File: src/rtl/ag32gbd_pkg.sv
// Shared port ids, sequencer states and memory-map constants for the
// ag32gbd camera block-RAM path.
package ag32gbd_pkg;

   typedef enum logic [1:0] {
      P_REG  = 2'd0,
      P_CMP  = 2'd1,
      P_BUFW = 2'd2,
      P_BUFR = 2'd3
   } port_id_t;

   typedef enum logic [1:0] {
      S_IDLE   = 2'd0,
      S_ACCESS = 2'd1,
      S_DONE   = 2'd2
   } state_t;

   localparam logic [9:0] BUF_A_BASE = 10'h000;
   localparam logic [9:0] BUF_B_BASE = 10'h100;
   localparam logic [9:0] CMP_BASE   = 10'h200;

endpackage

File: src/rtl/ag32gbd_rr_pick.sv
// Three-way round-robin picker for BRAM ports 1..3; ptr holds the port
// number (1..3) searched first, ptr_nxt is one past the granted port.
module ag32gbd_rr_pick (
   input  logic [2:0] req,
   input  logic [1:0] ptr,
   output logic [2:0] gnt,
   output logic [1:0] ptr_nxt
);

   logic [1:0] start;
   logic [1:0] j;

   always_comb begin
      gnt     = '0;
      ptr_nxt = ptr;
      j       = '0;
      start   = (ptr == 2'd0) ? 2'd0 : ptr - 2'd1;
      for (int k = 0; k < 3; k++) begin
         j = 2'((int'(start) + k) % 3);
         if (gnt == 3'b000 && req[j]) begin
            gnt[j]  = 1'b1;
            ptr_nxt = (j == 2'd2) ? 2'd1 : j + 2'd2;
         end
      end
   end

endmodule

File: src/rtl/ag32gbd_bram_arb.sv
// Single-port BRAM arbiter/sequencer: strict-priority register writes,
// round-robin camera/buffer ports with starvation guard, A/B buffer flip.
module ag32gbd_bram_arb
   import ag32gbd_pkg::*;
#(
   parameter int AW         = 10,
   parameter int DW         = 8,
   parameter int STARVE_MAX = 15
) (
   input  logic          sys_clock,
   input  logic          sys_reset,
   input  logic          p0_req,
   input  logic [AW-1:0] p0_addr,
   input  logic [DW-1:0] p0_wdata,
   output logic          p0_ack,
   input  logic          p1_req,
   input  logic [AW-1:0] p1_addr,
   output logic          p1_ack,
   output logic [DW-1:0] p1_rdata,
   input  logic          p2_req,
   input  logic [7:0]    p2_off,
   input  logic [DW-1:0] p2_wdata,
   output logic          p2_ack,
   input  logic          p3_req,
   input  logic [7:0]    p3_off,
   output logic          p3_ack,
   output logic [DW-1:0] p3_rdata,
   input  logic          flip_req,
   output logic          flip_done,
   output logic          front_sel,
   output logic          bram_en,
   output logic          bram_we,
   output logic [AW-1:0] bram_addr,
   output logic [DW-1:0] bram_wdata,
   input  logic [DW-1:0] bram_rdata
);

   localparam int SCW = $clog2(STARVE_MAX + 1);

   state_t        state, state_nx;
   port_id_t      lat_port, gnt_port;
   logic          flip_pend, do_flip;
   logic [1:0]    rr_ptr, rr_ptr_nxt, ptr_nx;
   logic [2:0]    rr_gnt;
   logic [SCW-1:0] starve_cnt, starve_nx;
   logic          any_lo, gnt_vld, gnt_we;
   logic [AW-1:0] gnt_addr;
   logic [DW-1:0] gnt_wdata;
   logic [DW-1:0] p1_rdata_q, p3_rdata_q;

   assign any_lo = p1_req | p2_req | p3_req;

   ag32gbd_rr_pick u_rr_pick (
      .req     ({p3_req, p2_req, p1_req}),
      .ptr     (rr_ptr),
      .gnt     (rr_gnt),
      .ptr_nxt (rr_ptr_nxt)
   );

   always_comb begin
      state_nx  = state;
      do_flip   = 1'b0;
      gnt_vld   = 1'b0;
      gnt_port  = P_REG;
      gnt_we    = 1'b0;
      gnt_addr  = '0;
      gnt_wdata = '0;
      starve_nx = starve_cnt;
      ptr_nx    = rr_ptr;
      case (state)
         S_IDLE: begin
            // A flip arriving with a buffer request wins so the request sees the new mapping
            if (flip_pend || flip_req) begin
               do_flip = 1'b1;
            end else if (p0_req && !(any_lo && starve_cnt == SCW'(STARVE_MAX))) begin
               gnt_vld   = 1'b1;
               gnt_port  = P_REG;
               gnt_we    = 1'b1;
               gnt_addr  = p0_addr;
               gnt_wdata = p0_wdata;
               starve_nx = any_lo ? starve_cnt + SCW'(1) : '0;
            end else if (any_lo) begin
               gnt_vld   = 1'b1;
               starve_nx = '0;
               ptr_nx    = rr_ptr_nxt;
               if (rr_gnt[0]) begin
                  gnt_port = P_CMP;
                  gnt_addr = p1_addr;
               end else if (rr_gnt[1]) begin
                  gnt_port  = P_BUFW;
                  gnt_we    = 1'b1;
                  gnt_addr  = (front_sel ? AW'(BUF_A_BASE) : AW'(BUF_B_BASE)) | AW'(p2_off);
                  gnt_wdata = p2_wdata;
               end else begin
                  gnt_port = P_BUFR;
                  gnt_addr = (front_sel ? AW'(BUF_B_BASE) : AW'(BUF_A_BASE)) | AW'(p3_off);
               end
            end
            if (gnt_vld) state_nx = S_ACCESS;
         end
         S_ACCESS: state_nx = S_DONE;
         default:  state_nx = S_IDLE;
      endcase
   end

   always_ff @(posedge sys_clock) begin
      if (sys_reset) begin
         state      <= S_IDLE;
         lat_port   <= P_REG;
         flip_pend  <= 1'b0;
         front_sel  <= 1'b0;
         flip_done  <= 1'b0;
         rr_ptr     <= 2'd1;
         starve_cnt <= '0;
         bram_en    <= 1'b0;
         bram_we    <= 1'b0;
         bram_addr  <= '0;
         bram_wdata <= '0;
         p0_ack     <= 1'b0;
         p1_ack     <= 1'b0;
         p2_ack     <= 1'b0;
         p3_ack     <= 1'b0;
         p1_rdata_q <= '0;
         p3_rdata_q <= '0;
      end else begin
         state      <= state_nx;
         starve_cnt <= starve_nx;
         rr_ptr     <= ptr_nx;
         flip_done  <= do_flip;
         if (do_flip) begin
            front_sel <= ~front_sel;
            flip_pend <= 1'b0;
         end else if (flip_req) begin
            flip_pend <= 1'b1;
         end
         bram_en <= gnt_vld;
         bram_we <= gnt_vld & gnt_we;
         if (gnt_vld) begin
            lat_port   <= gnt_port;
            bram_addr  <= gnt_addr;
            bram_wdata <= gnt_wdata;
         end
         p0_ack <= (state == S_ACCESS) && (lat_port == P_REG);
         p1_ack <= (state == S_ACCESS) && (lat_port == P_CMP);
         p2_ack <= (state == S_ACCESS) && (lat_port == P_BUFW);
         p3_ack <= (state == S_ACCESS) && (lat_port == P_BUFR);
         if (p1_ack) p1_rdata_q <= bram_rdata;
         if (p3_ack) p3_rdata_q <= bram_rdata;
      end
   end

   // BRAM data lands in the ack cycle, so it is forwarded then and held after
   assign p1_rdata = p1_ack ? bram_rdata : p1_rdata_q;
   assign p3_rdata = p3_ack ? bram_rdata : p3_rdata_q;

endmodule
File: config.mk
export PLATFORM = sky130hd
export DESIGN_NAME = ag32gbd_bram_arb
export DESIGN_NICKNAME = d
export VERILOG_FILES = /design/src/rtl/ag32gbd_pkg.sv /design/src/rtl/ag32gbd_rr_pick.sv /design/src/rtl/ag32gbd_bram_arb.sv
export SDC_FILE = /design/constraint.sdc
export NUM_CORES = 1
export LEC_CHECK = 0
export BUFFER_PORTS_ARGS = -buffer_cell sky130_fd_sc_hd__buf_2
export CORE_UTILIZATION = 51
export DETAILED_ROUTE_END_ITERATION = 8
export GPL_TIMING_DRIVEN = 0
export PLACE_DENSITY = 0.85
export SLEW_MARGIN = 30
export SYNTH_ARGS = -nofsm -noshare
export SYNTH_HDL_FRONTEND = slang
export SYNTH_SLANG_ARGS = --single-unit
export TNS_END_PERCENT = 5
File: constraint.sdc
create_clock -name sys_clock -period 4.4 [get_ports sys_clock]
set_input_delay 1.32 -clock sys_clock [delete_from_list [all_inputs] [get_ports sys_clock]]
set_output_delay 1.32 -clock sys_clock [all_outputs]
set_load 0.01 [all_outputs]
==> results of run 1 <==
[final cells by class]
| class | instances | area, um2 |
|---|---|---|
| buffer | 20 | 87.6 |
| clock buffer | 5 | 68.8 |
| clock inverter | 3 | 21.3 |
| fill | 374 | 1530 |
| inverter | 4 | 15.0 |
| multi-input combinational | 177 | 1330 |
| sequential | 53 | 1060 |
| tap | 67 | 83.8 |
| timing repair buffer | 106 | 531 |
[worst min-delay path: stages (launching register included)]
cell and delay, ns:
dfxtp_1 0.35, nand2_1 0.07, nor2_1 0.03
[stage by stage]
step	power [mW]	area [um2]
5_1_grt	1.02	3190
4_1_cts	0.982	3190
3_3_place_gp	0.704	3100
6_report	0.975	3190
2_1_floorplan	0.639	2490
3_5_place_dp	0.709	3100
[routing by layer]
layer  vias to the layer above  global-route usage
met1                      1107               0.286
met3                         6              0.0506
met2                        87               0.429
met4                         0              0.0937
li1                       1164                   -
met5                         -                   0
[cells in the final DEF, fill, tap and decap left out, types with 5 or more instances in the layout]
master,synthesis,layout
o22ai_1,9,9
buf_2,10,116
a22oi_1,21,21
mux2_2,24,24
clkbuf_1,9,9
nor2_1,17,17
a21oi_1,7,7
nor3_1,5,5
o2bb2ai_1,8,8
nand2_1,13,13
clkbuf_8,0,5
dfxtp_1,53,53
mux2i_1,11,11
nor2b_1,19,19
[final timing paths]
path | startpoint | end | cells after the start
max | bram_rdata[2] | p1_rdata[2] | 3
min | lat_port[0] | p1_ack | 2
max reg2reg | rr_ptr[0] | bram_addr[4] | 11
min reg2reg | lat_port[0] | p1_ack | 2
[cells in the mapped netlist, types with 2 or more instances]
cell type  instances
clkbuf_1           9
mux2_2            24
a22oi_1           21
and3_1             2
nor2b_1           19
inv_1              4
a21oi_1            7
nor4_1             2
nand4_1            2
nor3_1             5
o21ai_0            3
dfxtp_1           53
buf_2             10
ha_1               2
nand2b_1           2
o2bb2ai_1          8
nor3b_1            3
a31oi_1            2
nand3_1            2
or3_1              2
o22ai_1            9
nor2_1            17
a211oi_1           3
nand2_1           13
xnor2_1            2
mux2i_1           11
[sequential cells by signal (all words and copies together), names as in the netlist, 2 cells and up]
register / count
bram_addr: 10
state: 2
p3_rdata_q: 8
rr_ptr: 2
lat_port: 2
bram_wdata: 8
p1_rdata_q: 8
starve_cnt: 4
[cell families (layout without fill, tap and decap cells)]
| family | Yosys count | after routing | synth area share |
|---|---|---|---|
| xor gates and xnor gates | 2 | 2 | 0.00704 |
| muxes | 35 | 35 | 0.153 |
| adders and majority gates | 2 | 2 | 0.0101 |
| AOI/OAI and AO/OA | 64 | 64 | 0.201 |
| buffers and inverters | 24 | 138 | 0.0412 |
| and+or+nand+nor | 74 | 74 | 0.162 |
| DFF | 53 | 53 | 0.426 |
[where the power goes]
group,switching [mW],total (mW),leakage (nW),internal [mW]
Clock,0.164,0.277,0.0445,0.113
Combinational,0.0988,0.185,0.986,0.0867
Sequential,0.0129,0.513,0.431,0.500
==> impl_metrics.toml, run 1 <==
[job]
maxCapViolations = 0

[yosys]
mappedNetlistArea_um2 = 2490
netlist.area_leader.share = 0.426
synth_ff_type = "dfxtp_1"
synth_top_cell_by_area = "dfxtp_1"
yosys_warnings = 0
syn_nets = 323
syn_area_per_cell_um2 = 9.80
synth_seq_cells = 53
synth-edff-count = 0
async_reset_ff_frac = 0
syn_inst = 254
synth.distinct_cells = 43
synth_area_leaders = "dfxtp_1 (43%), mux2_2 (11%), a22oi_1 (6.3%), nor2b_1 (4.8%), mux2i_1 (4.4%)"
synth-seq-area-share = 0.426

[worst_setup_path]
critPathBufInv = 2
slowest_delay_ns = 0.27
start_kind = "input pin"
cpMostUsedCell = "buf_2"
path_delay_family = "multiplexers"
arrival_ns = 1.84
cp_max_fo = 2
end_kind = "primary output"
reg2reg_slack_ns = 1.84
crit_type = "input pin to primary output"
crit_required_ns = 3.08
crit_chain = "buf_2 -> mux2_2 -> buf_2"
cpMaxStageDelayCell = "mux2_2"

[timing]
period_share = 0.719
rsz0062_at_grt = "no"
worst_slack_ns = 1.24
setup_tns_ns = 0
tightest_slew_ns = 0.639
slew_headroom = 0.574
setup_viol_count_final = 0
fin_worst_skew_ns = 0.00517
hold_viol = 0
period_needed_ns = 3.16
hold-worst-slack_ns = 0.477
maxSlewViolCount = 0
fmax_mhz = 316

[cells_and_area]
instances_no_fill = 435
diodes = 0
drive_above_1_share = 0.429
final_util = 0.676
areaGrowthSynthToFinish_pct = 28.3
nets = 436

[floorplan]
rows = 25
die_h_um = 71.9
die_area_um2 = 5160
die_w_um = 71.9
coreArea_um2 = 4720
start_util = 0.527
pin_count = 109

[routing]
top_layer = "met4"
final_antenna_net_count = 0
wl_met1_um = 2590
route.detailed.drc = 0
post_drt_wl_per_cell_um = 13.6
routed-wl-met2_um = 2980
via_per_inst = 5.43
routed-wl-met3_um = 276
wl_um = 5920
vias = 2364
dr.pass1.iters = 4
drt-initial-drc-count = 140

[clock_network]
root_buffer = "clkbuf_8"
clk_pin_slew_ns = 0.10
cts-resized-gates = 0
hold_buffers = 0
cts_tree = "yes"
cts_sinks = 53
clockBufferDepth = 2
numCtsBuffers = 5
insertion_delay_ns = 0.31
cts_setup_buffers = 0
htree_levels = 2

[pwr]
irDropWorstVdd_mv = 0.184
power.density_nw_per_um2 = 305
leakage_nw = 1.46

[global_route]
grt_max_degree = 18
grt_use_total = 0.242
antenna_found_initial = 0
grt_pass1_wl_um = 9800
grt_pass1_vias = 2277
grt-ovfl-total = 0

[outcome]
outcome = "finished, final reports clean"

[place]
io_buffers = 106
place.gp.congestion = 0.798
pre_cts_ws_ns = 1.25
dp_hpwl_um = 4390
placedCellCount = 427

[hold_path]
min_path_type = "register to register"
(Power assumes the default switching activity.)
==> inputs of run 2 (changes only) <==
Settings changed: ABC_AREA set to 1, CORE_UTILIZATION 51 to 43, PLACE_DENSITY 0.85 to 0.75.
Clock period 4.4 ns to 2.7 ns, I/O delays scaled along.
==> impl_metrics.toml, run 2 <==
[clock_network]
numCtsBuffers = 5
insertion_delay_ns = 0.30
htree_levels = 2
hold_buffers = 0
cts_tree = "yes"
clockBufferDepth = 2
clk_pin_slew_ns = 0.09
cts_setup_buffers = 0
root_buffer = "clkbuf_8"
cts-resized-gates = 0
cts_sinks = 53

[worst_setup_path]
crit_start = "rr_ptr[0]"
arrival_ns = 2.63
end_kind = "register"
reg2reg_from = "rr_ptr[0]"
cpMostUsedCell = "nand2_2"
start_kind = "register"
crit_chain = "nand2_4 -> ha_1 -> inv_1 -> nand2_1 -> nand3_2 -> nand2_2 -> nand2_2 -> inv_2 -> nand2_2 -> o21ai_4 -> nand2_2 -> nor2_4 -> nand3_1 -> o21ai_1"
slowest_delay_ns = 0.46
cpMaxStageDelayCell = "dfxtp_1"
crit_type = "register to register"
crit_required_ns = 2.93
cp_max_fo = 8

[yosys]
synth.distinct_cells = 35
mappedNetlistArea_um2 = 2660
synth_seq_cells = 53
async_reset_ff_frac = 0
synth_area_leaders = "dfxtp_1 (40%), nand2_1 (16%), a22oi_1 (5.4%), inv_1 (5.1%), a21oi_1 (4.5%)"
synth_top_family_by_area = "simple AND/OR/NAND/NOR gates"
synthSimpleGateAreaFrac = 0.315
synth-seq-area-share = 0.399
syn_inst = 368
synth_ff_type = "dfxtp_1"
netlist.area_leader.share = 0.399
synth_most_common_cell = "nand2_1"
yosys.area_share.xor_xnor = 0.00329
synth_top_cell_by_area = "dfxtp_1"
muxShareOfSynthArea = 0
synth-edff-count = 0
synthTopCellsByCount = "nand2_1 (116), dfxtp_1 (53), inv_1 (36)"
syn_area_per_cell_um2 = 7.23
syn_nets = 437
yosys_warnings = 0
synth_compound_area_frac = 0.183
yosys.area_share.adder = 0.00940

[global_route]
grt_use_total = 0.209
grt_pass1_vias = 2410
grt_max_degree = 17
grt_pass1_wl_um = 10600
grtUsageMet2 = 0.382
grt_util_met3 = 0.0432
grt_use_met1 = 0.247
busiest_layer = "met2"
antenna_found_initial = 0
grt-ovfl-total = 0

[floorplan]
start_util = 0.447
rows = 28
die_h_um = 80.7
coreArea_um2 = 5960
die_w_um = 80.7
die_area_um2 = 6510
pin_count = 109

[routing]
route.detailed.drc = 0
via_per_inst = 4.90
post_drt_wl_per_cell_um = 12.1
final_antenna_net_count = 0
drt-initial-drc-count = 84
wl_um = 6740
vias = 2737
dr.pass1.iters = 4

[pwr]
irDropWorstVdd_mv = 0.303
power.density_nw_per_um2 = 515
p_total_mw = 1.76
leakage_nw = 1.79

[job]
maxCapViolations = 0

[timing]
setup_tns_ns = 0
maxSlewViolCount = 0
fin_worst_skew_ns = 0.00736
period_needed_ns = 2.39
setup_viol_count_final = 0
period_share = 0.886
worst_slack_ns = 0.308
hold_viol = 0
tightest_slew_ns = 0.575
rsz0062_at_grt = "no"
fmax_mhz = 418
slew_headroom = 0.616

[cells_and_area]
layout_commonest_cell = "nand2_1"
diodes = 0
largest_register = "bram_addr"
nets = 552
drive_above_1_share = 0.329
nFillCells = 585
areaGrowthSynthToFinish_pct = 28.0
instances_no_fill = 559
final_cell_mix = "nand2_1 (116), buf_2 (110), dfxtp_1 (53)"
largest_reg_flops = 10

[place]
placedCellCount = 551
place.gp.congestion = 0.845
io_buffers = 108
pre_cts_ws_ns = 0.306
dp_hpwl_um = 5280

[hold_path]
min_path_type = "register to register"
min-delay-start = "p1_rdata_q[3]"

[outcome]
outcome = "finished, final reports clean"
[run 2: routing by layer]
layer  wire length [um]  part of all wire
met3                432             0.064
met5                  0                 0
met1               2960              0.44
met2               3290              0.49
met4                 57            0.0085
[run 2: cell type report]
| class | instances | area, um2 | share of cell area |
|---|---|---|---|
| Clock buffer | 6 | 72.6 | 0.0213 |
| Multi-Input combinational cell | 257 | 1360 | 0.399 |
| Buffer | 14 | 73.8 | 0.0217 |
| Sequential cell | 53 | 1060 | 0.311 |
| Tap cell | 75 | 93.8 | 0.0275 |
| Inverter | 44 | 168 | 0.0492 |
| Timing Repair Buffer | 108 | 541 | 0.159 |
| Clock inverter | 2 | 38.8 | 0.0114 |
[run 2: critical path, delay by kind of cell (launching register included)]
kind	cells	cell delay [ns]
compound gates	2	0.32
fa+ha+maj	1	0.39
buf+inv	2	0.19
flops	1	0.46
simple gates	9	0.95
[run 2: kinds of logic after synthesis]
logic type / after synthesis
DFF: 53
xor gates and xnor gates: 1
AOI/OAI and AO/OA: 76
buffers and inverters: 58
adders and majority gates: 2
and+or+nand+nor: 178
[run 2: path summary, 6_finish.rpt]
path / slack (ns) / cells past startpoint / endpoint
max: 0.31 / 14 / bram_wdata[2]
min: 0.47 / 2 / p1_rdata_q[3]
max reg2reg: 0.31 / 14 / bram_wdata[2]
min reg2reg: 0.47 / 2 / p1_rdata_q[3]
[run 2: power by group]
group | switching [mW] | internal, mW
combinational | 0.236 | 0.152
sequential | 0.0202 | 0.815
clock | 0.255 | 0.279
[run 2: stage by stage]
stage / area [um2] / hold slack (ns) / util
after floorplan: 2660 / 0.444 / -
final: 3410 / 0.472 / 0.572
after global routing: 3410 / 0.490 / 0.572
after detailed placement: 3300 / 0.461 / 0.553
after CTS: 3410 / 0.475 / 0.572
after global placement: 3300 / 0.458 / 0.553
